$ cat config.mk
export PLATFORM = sky130hd
export DESIGN_NAME = dec_mult_sequencer_flat
export DESIGN_NICKNAME = d
export VERILOG_FILES = /design/src/rtl/dec_mult_sequencer_if.sv /design/src/rtl/dec_mult_sequencer.sv /design/src/flat_wrapper.sv
export SDC_FILE = /design/constraint.sdc
export NUM_CORES = 1
export LEC_CHECK = 0
export CAP_MARGIN = 0
export CORE_MARGIN = 3
export CORE_UTILIZATION = 45
export DETAILED_ROUTE_END_ITERATION = 8
export DONT_BUFFER_PORTS = 1
export MAX_ROUTING_LAYER = met4
export PLACE_DENSITY_LB_ADDON = 0.25
export SLEW_MARGIN = 20
export SYNTH_ARGS = -nofsm -noshare
export SYNTH_HDL_FRONTEND = slang
export SYNTH_SLANG_ARGS = --single-unit
$ cat constraint.sdc
create_clock -name clk -period 2.45 [get_ports clk]
set_input_delay 0.49 -clock clk [delete_from_list [all_inputs] [get_ports clk]]
set_output_delay 0.49 -clock clk [all_outputs]
set_load 0.02 [all_outputs]
$ cat src/rtl/dec_mult_sequencer_if.sv
// Bundle of operand, handshake and select signals between the BCD multiplier
// sequencer and its surrounding datapath.
`timescale 1ns/1ps
interface dec_mult_sequencer_if #(parameter int NDIG = 4);
  logic                start;
  logic [15:0]         x_bcd;
  logic [4*NDIG-1:0]   y_bcd;
  logic                busy;
  logic                done;
  logic                err;
  logic [15:0]         x_reg;
  logic                mult_en;
  logic                acc_clr;
  logic                acc_en;
  logic                sel_hi;
  logic [2:0]          sel_lo;
  logic [2:0]          digit_idx;

  modport master (
    output start, x_bcd, y_bcd,
    input  busy, done, err, x_reg, mult_en, acc_clr, acc_en, sel_hi, sel_lo, digit_idx
  );

  modport slave (
    input  start, x_bcd, y_bcd,
    output busy, done, err, x_reg, mult_en, acc_clr, acc_en, sel_hi, sel_lo, digit_idx
  );
endinterface

$ cat src/rtl/dec_mult_sequencer.sv
// Sequencer for the serial BCD multiplier: loads the X1..X5 multiple generator, then walks Y
// LSD->MSD emitting multiple selects and accumulate strobes. Optional macro: EARLY_TERM_EN.
//
// state | meaning
// IDLE  | waiting for start
// GEN   | multiple generator loading/settling (GEN_LAT cycles)
// ITER  | one Y digit per cycle, selects and acc_en driven
// DONE  | one-cycle done pulse; start here launches the next operation
`timescale 1ns/1ps
module dec_mult_sequencer #(
  parameter int NDIG    = 4,
  parameter int GEN_LAT = 1
) (
  input logic               clk,
  input logic               rst_n,
  dec_mult_sequencer_if.slave bus
);

  typedef enum logic [1:0] {IDLE, GEN, ITER, DONE} state_t;

  localparam logic [2:0] GEN_TOP  = 3'(GEN_LAT - 1);
  localparam logic [2:0] LAST_IDX = 3'(NDIG - 1);

  state_t              state, state_nxt;
  logic [4*NDIG-1:0]   ysh;
  logic [2:0]          gen_cnt;
  logic [2:0]          digit_idx;
  logic [15:0]         x_reg;
  logic                err;
  logic [3:0]          digit;
  logic                y_zero;
  logic                busy, done, mult_en, acc_clr, acc_en, sel_hi;
  logic [2:0]          sel_lo;

  assign digit = ysh[3:0];

`ifdef EARLY_TERM_EN
  // remaining digits all zero: nothing left to accumulate
  assign y_zero = (ysh == '0);
`else
  assign y_zero = 1'b0;
`endif

  always_ff @(posedge clk or negedge rst_n) begin
    if (!rst_n) state <= IDLE;
    else        state <= state_nxt;
  end

  always_comb begin
    state_nxt = state;
    busy      = 1'b0;
    done      = 1'b0;
    mult_en   = 1'b0;
    acc_clr   = 1'b0;
    acc_en    = 1'b0;
    sel_hi    = 1'b0;
    sel_lo    = 3'd0;
    case (state)
      IDLE: begin
        if (bus.start) state_nxt = GEN;
      end
      GEN: begin
        busy = 1'b1;
        if (gen_cnt == GEN_TOP) begin
          mult_en = 1'b1;
          acc_clr = 1'b1;
        end
        if (gen_cnt == 3'd0) state_nxt = ITER;
      end
      ITER: begin
        busy = 1'b1;
        if (y_zero) begin
          state_nxt = DONE;
        end else begin
          acc_en = 1'b1;
          // digits above 9 select zero; err is flagged in the register process
          if (digit <= 4'd4) begin
            sel_lo = digit[2:0];
          end else if (digit <= 4'd9) begin
            sel_hi = 1'b1;
            sel_lo = 3'(digit - 4'd5);
          end
          if (digit_idx == LAST_IDX) state_nxt = DONE;
        end
      end
      DONE: begin
        done      = 1'b1;
        state_nxt = bus.start ? GEN : IDLE;
      end
      default: state_nxt = IDLE;
    endcase
  end

  always_ff @(posedge clk or negedge rst_n) begin
    if (!rst_n) begin
      ysh       <= '0;
      gen_cnt   <= 3'd0;
      digit_idx <= 3'd0;
      x_reg     <= 16'd0;
      err       <= 1'b0;
    end else begin
      case (state)
        IDLE, DONE: begin
          if (bus.start) begin
            x_reg     <= bus.x_bcd;
            ysh       <= bus.y_bcd;
            err       <= 1'b0;
            gen_cnt   <= GEN_TOP;
            digit_idx <= 3'd0;
          end
        end
        GEN: begin
          if (gen_cnt != 3'd0) gen_cnt <= gen_cnt - 3'd1;
        end
        ITER: begin
          if (!y_zero) begin
            if (digit > 4'd9) err <= 1'b1;
            ysh <= ysh >> 4;
            if (digit_idx != LAST_IDX) digit_idx <= digit_idx + 3'd1;
          end
        end
        default: ;
      endcase
    end
  end

  assign bus.busy      = busy;
  assign bus.done      = done;
  assign bus.err       = err;
  assign bus.x_reg     = x_reg;
  assign bus.mult_en   = mult_en;
  assign bus.acc_clr   = acc_clr;
  assign bus.acc_en    = acc_en;
  assign bus.sel_hi    = sel_hi;
  assign bus.sel_lo    = sel_lo;
  assign bus.digit_idx = digit_idx;

  a_sel_range: assert property (@(posedge clk) disable iff (!rst_n) sel_lo <= 3'd4);
  a_done_idle: assert property (@(posedge clk) disable iff (!rst_n) !(done && busy));

endmodule

$ cat src/flat_wrapper.sv
// flat-port wrapper written by rule: the top's interface ports become plain ports
module dec_mult_sequencer_flat 
#(
  parameter int NDIG    = 4,
  parameter int GEN_LAT = 1
)
  (clk, rst_n, bus_start, bus_x_bcd, bus_y_bcd, bus_busy, bus_done, bus_err, bus_x_reg, bus_mult_en, bus_acc_clr, bus_acc_en, bus_sel_hi, bus_sel_lo, bus_digit_idx);
  dec_mult_sequencer_if #(.NDIG(NDIG)) bus_i ();
  input logic clk;
  input logic rst_n;
  input wire logic [$bits(bus_i.start)-1:0] bus_start;
  input wire logic [$bits(bus_i.x_bcd)-1:0] bus_x_bcd;
  input wire logic [$bits(bus_i.y_bcd)-1:0] bus_y_bcd;
  output wire logic [$bits(bus_i.busy)-1:0] bus_busy;
  output wire logic [$bits(bus_i.done)-1:0] bus_done;
  output wire logic [$bits(bus_i.err)-1:0] bus_err;
  output wire logic [$bits(bus_i.x_reg)-1:0] bus_x_reg;
  output wire logic [$bits(bus_i.mult_en)-1:0] bus_mult_en;
  output wire logic [$bits(bus_i.acc_clr)-1:0] bus_acc_clr;
  output wire logic [$bits(bus_i.acc_en)-1:0] bus_acc_en;
  output wire logic [$bits(bus_i.sel_hi)-1:0] bus_sel_hi;
  output wire logic [$bits(bus_i.sel_lo)-1:0] bus_sel_lo;
  output wire logic [$bits(bus_i.digit_idx)-1:0] bus_digit_idx;
  assign bus_i.start = bus_start;
  assign bus_i.x_bcd = bus_x_bcd;
  assign bus_i.y_bcd = bus_y_bcd;
  assign bus_busy = bus_i.busy;
  assign bus_done = bus_i.done;
  assign bus_err = bus_i.err;
  assign bus_x_reg = bus_i.x_reg;
  assign bus_mult_en = bus_i.mult_en;
  assign bus_acc_clr = bus_i.acc_clr;
  assign bus_acc_en = bus_i.acc_en;
  assign bus_sel_hi = bus_i.sel_hi;
  assign bus_sel_lo = bus_i.sel_lo;
  assign bus_digit_idx = bus_i.digit_idx;
  dec_mult_sequencer #(.NDIG(NDIG), .GEN_LAT(GEN_LAT)) u_core (.clk(clk), .rst_n(rst_n), .bus(bus_i));
endmodule
Word-level counts from Yosys, hierarchy flattened --
Index checks and enable logic that the tools add are counted.
Word-level totals: bits in registers 41, latch bits 0, memory bits (writable) 0, ROM bits 0, input port bits 35, output and inout bits 29, logic and storage cells 63, memories 0
Cells by class: add/sub/neg operators 3, $mul 0, div/mod/pow operators 0, $lt $le $gt $ge 3, equality and inequality tests 12, shift-type cells 0, muxes and demuxes 26, bitwise logic cells 0, reductions and logical operators 13
Operator list (number):
- one-hot mux 16 bit (2 select lines) | 1
- two-way mux 3 bit | 6
- two-way mux 16 bit | 1
- one-hot mux 3 bit (2 select lines) | 2
- AND reduction 3 bit | 4
- two-way mux 1 bit | 11
- != test 2 x 1 -> 1 bit, second input constant | 5
- one-hot mux 2 bit (4 select lines) | 1
- two-way mux 2 bit | 3
- == test 2 bit, second input constant | 2
- > comparator 4 bit, second input constant | 1
- <= comparator 4 x 3 -> 1 bit, second input constant | 1
- <= comparator 4 bit, second input constant | 1
- != test 2 bit, second input constant | 2
- AND reduction 2 bit | 2
- nonzero test 2 bit | 2
- OR reduction 2 bit | 2
- adder 3 x 1 -> 3 bit, second input constant | 1
- == test 3 x 2 -> 1 bit, second input constant | 1
- zero test 3 bit | 1
- != test 3 x 2 -> 1 bit, second input constant | 1
- nonzero test 3 bit | 1
- subtractor 3 x 1 -> 3 bit, second input constant | 1
- subtractor 3 bit, second input constant | 1
- 3 further kinds | 3

Logic depth before layout (Yosys ltp) --
word-level depth 4, gate-level depth with buffers 7, mapped depth without buffers 6

Worst setup path before layout --
No wires, ideal clock.
path type register to output, start point register u_core.state[0], end point output bus_sel_lo[2], arrival 1.821 ns, required time 1.960 ns, path slack 0.139 ns, cell stages (with the launch flop) 6, buffers on the path 2, cells stage by stage dfrtp_1 > inv_1 > ha_1 > buf_4 > clkbuf_1 > a21boi_0
On the way: longest elaborated chain between the ends 2
Ends and longest elaborated chain:
- start: declaration | line dec_mult_sequencer.sv:24 | state_t state, state_nxt;
- start signal: assignment | line dec_mult_sequencer.sv:46 | else state <= state_nxt;
- == test 2 bit | line dec_mult_sequencer.sv:58 | case (state)
- two-way mux 3 bit | line dec_mult_sequencer.sv:58
- end: declaration | line flat_wrapper.sv:22 | output wire logic [$bits(bus_i.sel_lo)-1:0] bus_sel_lo;
No other way between the ends.

Final worst setup path --
start point register u_core.ysh[0], end point output bus_sel_lo[0]
On the way: longest elaborated chain between the ends 4, elaborated cells between the ends (all ways) 6, those cells by class 1 x add/sub; 2 x order compare; 3 x mux
Ends and longest elaborated chain:
- start: declaration | line dec_mult_sequencer.sv:25 | logic [4*NDIG-1:0] ysh;
- start signal: assignment | line dec_mult_sequencer.sv:106 | ysh <= bus.y_bcd;
- start signal: assignment | line dec_mult_sequencer.sv:118 | ysh <= ysh >> 4;
- <= comparator 4 bit / subtractor 3 bit (equally long branches) | line dec_mult_sequencer.sv:79, dec_mult_sequencer.sv:81
- two-way mux 3 bit | line dec_mult_sequencer.sv:79 | end else if (digit <= 4'd9) begin
- two-way mux 3 bit (*) | line dec_mult_sequencer.sv:77 | if (digit <= 4'd4) begin
- two-way mux 3 bit (*) | line dec_mult_sequencer.sv:58
Every way passes the cells marked *; elsewhere a longest branch is shown, timed or not.

==> reports/results.txt <==
Yosys reg bits = 41
Worst Setup End Kind = output port
TritonCTS Buffers = 5
Clock Sinks = 41
CTS Buffer Depth = 2
row count = 24
PwrDens = 1570 mW/mm^2
Slew @ Worst Pin = 0.629 ns
yosys warns = 0
CTS tree = done
relative slew slack = 57.9%
vias per cell = 5.75
RR Startpoint = u_core.state[0]
fin worst setup slack = 0.181 ns
first-pass GRT wire length = 7.30 mm
Post-Synth Adder-Cell Area = 6.35%
Final period util = 92.6%
power share of the combinational group = 46.2%
CP arrival = 1.78 ns
Post-Syn Area = 0.00217 sq mm
Final Hold Vio Count = 0
Post-CTS Setup Bufs = 0
Buffers on Ports = 0
DP Area = 0.00223 sq mm
r2r endpoint = u_core.ysh[0]
global route total overflow = 0
DIE AREA = 0.00569 sq mm
cell count after synthesis = 196
DR vias = 1456
mux contribution to synthesized area = 15.7%
ant diodes = 0
R2R Setup Slk = 0.37 ns
DPL Wire Length = 3.33 mm
number of global-route vias before repair = 1577
worst path required time = 1.96 ns
Pre-antenna DRT Iters = 4
Leak = 1.02 nW
# setup viols final = 0
Fin Clk Skew = 0.00313 ns
DRC Markers = 0
Hold WC Path Type = in -> async
Final min period = 2.27 ns
initial antenna violation count = 0
Die Wd = 75.4 microns
Avg Inst Size Synth = 11.1 sq um
H-tree Lvls = 2
die height = 75.4 microns
Final Util = 52.3%
main combinational cell family by area after synthesis = multiplexers
core area = 0.00450 sq mm
final instance area = 0.00236 sq mm
Internal Power = 2.07 mW
peak supply drop = 661 uV
share of cells above drive strength 1 = 20.4%
fmax = 441 MHz
GP Congestion = 0.723
post-CTS resize count = 0
xor/xnor share of the synthesized area = 0%
WL final = 4.51 mm
# placed instances = 244
status = finished, final reports clean
Clk pwr share = 14.4%
largest net degree at the start of global routing = 42
Synth Area in Simple Gates = 11.7%
Final Slew Violations = 0
CP Class = reg -> out
Critical Path Fanout Max = 5
Antenna Nets Post-Route = 0
Worst-Skew Late Latency = 0.28 ns
syn_nets = 242
net switching power = 1.62 mW
Setup TNS = 0 ns
Compound-Gate Fraction of Synth Area = 13.8%
Max-Cap Viols = 0
dpl ws = 0.412 ns
hold_buf cts = 1
Initial Utilization = 48.1%
DR WL/cell = 17.8 microns
RSZ-0062 raised after global routing = no
Cell variety after synth = 40
area grow syn2layout = 8.71%
Total GRT Usage = 17.6%
fill cell count = 398
Clk pin slew, worst setup/hold paths = 0.08 ns
fin cells = 253
Nets = 246
# IOs = 64
sequential-to-total area share from yosys stat = 47.3%
Critical Path Source Type = register
root buf cell = clkbuf_8
DR iter-0 viols = 66
Seq pwr share = 39.4%
Sw Share = 43.8%
worst reg2reg path depth = 5
## layout make-up
cell class / count / area, sq um / share of cell area (%)
flip-flops and latches: 41 / 1030 / 43.5
well taps: 52 / 65.1 / 2.76
inverters: 11 / 41.3 / 1.75
repair buffers: 9 / 80.1 / 3.40
clock inverters: 2 / 38.8 / 1.65
clock buffers: 6 / 72.6 / 3.08
multi-input cells: 132 / 1030 / 43.8
## power groups by stage
stage / clock [mW] / sequential (mW) / combinational [mW]
after floorplan: 0 / 1.38 / 1.45
after global placement: 0 / 1.44 / 1.59
after detailed placement: 0 / 1.46 / 1.70
after CTS: 0.543 / 1.46 / 1.72
after global routing: 0.580 / 1.50 / 1.91
final: 0.532 / 1.45 / 1.70
## stage by stage
stage	hold slack, ns	total power, mW
final	0.0439	3.69
after global routing	0.0398	3.99
after CTS	0.0468	3.72
after detailed placement	0.196	3.17
after global placement	0.196	3.04
after floorplan	0.194	2.83
## worst max-delay path: stages (launching register included)
cell and delay (ns):
dfrtp_1 0.41, inv_1 0.10, ha_1 0.24, nand2b_1 0.19, nor3b_1 0.16, o31a_1 0.39
## cells in the mapped netlist
cell       number  area [sq um]
and3_1          1          6.26
nand3b_1        1          7.51
o21ba_2         1          10.0
a2bb2oi_2       1          15.0
mux2i_1        16           160
a2111oi_4       1          27.5
a22oi_1         4          30.0
clkbuf_1        3          11.3
nand2b_1        3          18.8
nand3_1         4          20.0
ha_1           11           138
nor2b_2         2          17.5
a211oi_1        1          7.51
nor3_1          3          15.0
inv_2           1          3.75
o21ai_1         4          20.0
o21ai_0        13          65.1
o22a_1          1          8.76
a32oi_1         2          17.5
buf_2           3          15.0
o31a_1          1          8.76
o211ai_1        4          30.0
a211oi_2        1          12.5
dfrtp_1        41          1030
o31ai_2         1          12.5
mux2_2         16           180
nor2_1          4          15.0
or3_1           1          6.26
nor3b_1         3          22.5
a22o_1          1          8.76
and2_1          1          6.26
buf_4           6          45.0
nand4bb_1       1          11.3
o31ai_1         1          7.51
nor2b_1         3          18.8
nand4b_1        1          8.76
nand2_1        21          78.8
a21boi_0        1          7.51
inv_1          10          37.5
a21oi_1         2          10.0
## worst max-delay path by stage
stage	startpoint	endpoint	slack (ns)	cells after the start
final	u_core.ysh[0]	bus_sel_lo[0]	0.18	5
after global routing	u_core.state[0]	bus_sel_lo[1]	0.003	5
after CTS	u_core.ysh[0]	bus_sel_lo[0]	0.15	5
after detailed placement	u_core.state[0]	u_core.ysh[0]	0.41	5
after global placement	u_core.state[0]	u_core.ysh[11]	0.51	5
after floorplan	u_core.state[0]	bus_sel_lo[2]	0.14	5
## layer usage
metal | up-vias | GRT usage (%) | share of wire (%)
met3 | 7 | 7.65 | 9.2
met5 | - | - | 0
met2 | 62 | 26.6 | 50
met1 | 690 | 20.7 | 40
li1 | 697 | - | -
met4 | 0 | 6.99 | 1.4
## layout by cell type (no fill, tap or decap), types with 2 or more instances in the layout
cell type	instances
a32oi_1	2
dfrtp_1	41
nor3_1	3
buf_4	8
nor3b_1	3
nor2b_2	2
inv_1	10
nor2b_1	3
o21ai_1	4
mux2_2	16
ha_1	11
nand2b_1	3
a21oi_1	2
nand2_1	21
clkbuf_8	5
o211ai_1	4
nand3_1	4
a22oi_1	4
o21ai_0	13
nor2_1	4
mux2i_1	15
## logic make-up (layout without fill, tap and decap cells)
family | Yosys count | after routing
fa+ha+maj | 11 | 11
mux | 32 | 32
flops | 41 | 41
simple gates | 49 | 49
buf+inv | 23 | 28
compound gates | 40 | 40
Note: power is estimated with default switching activity, not from simulation.
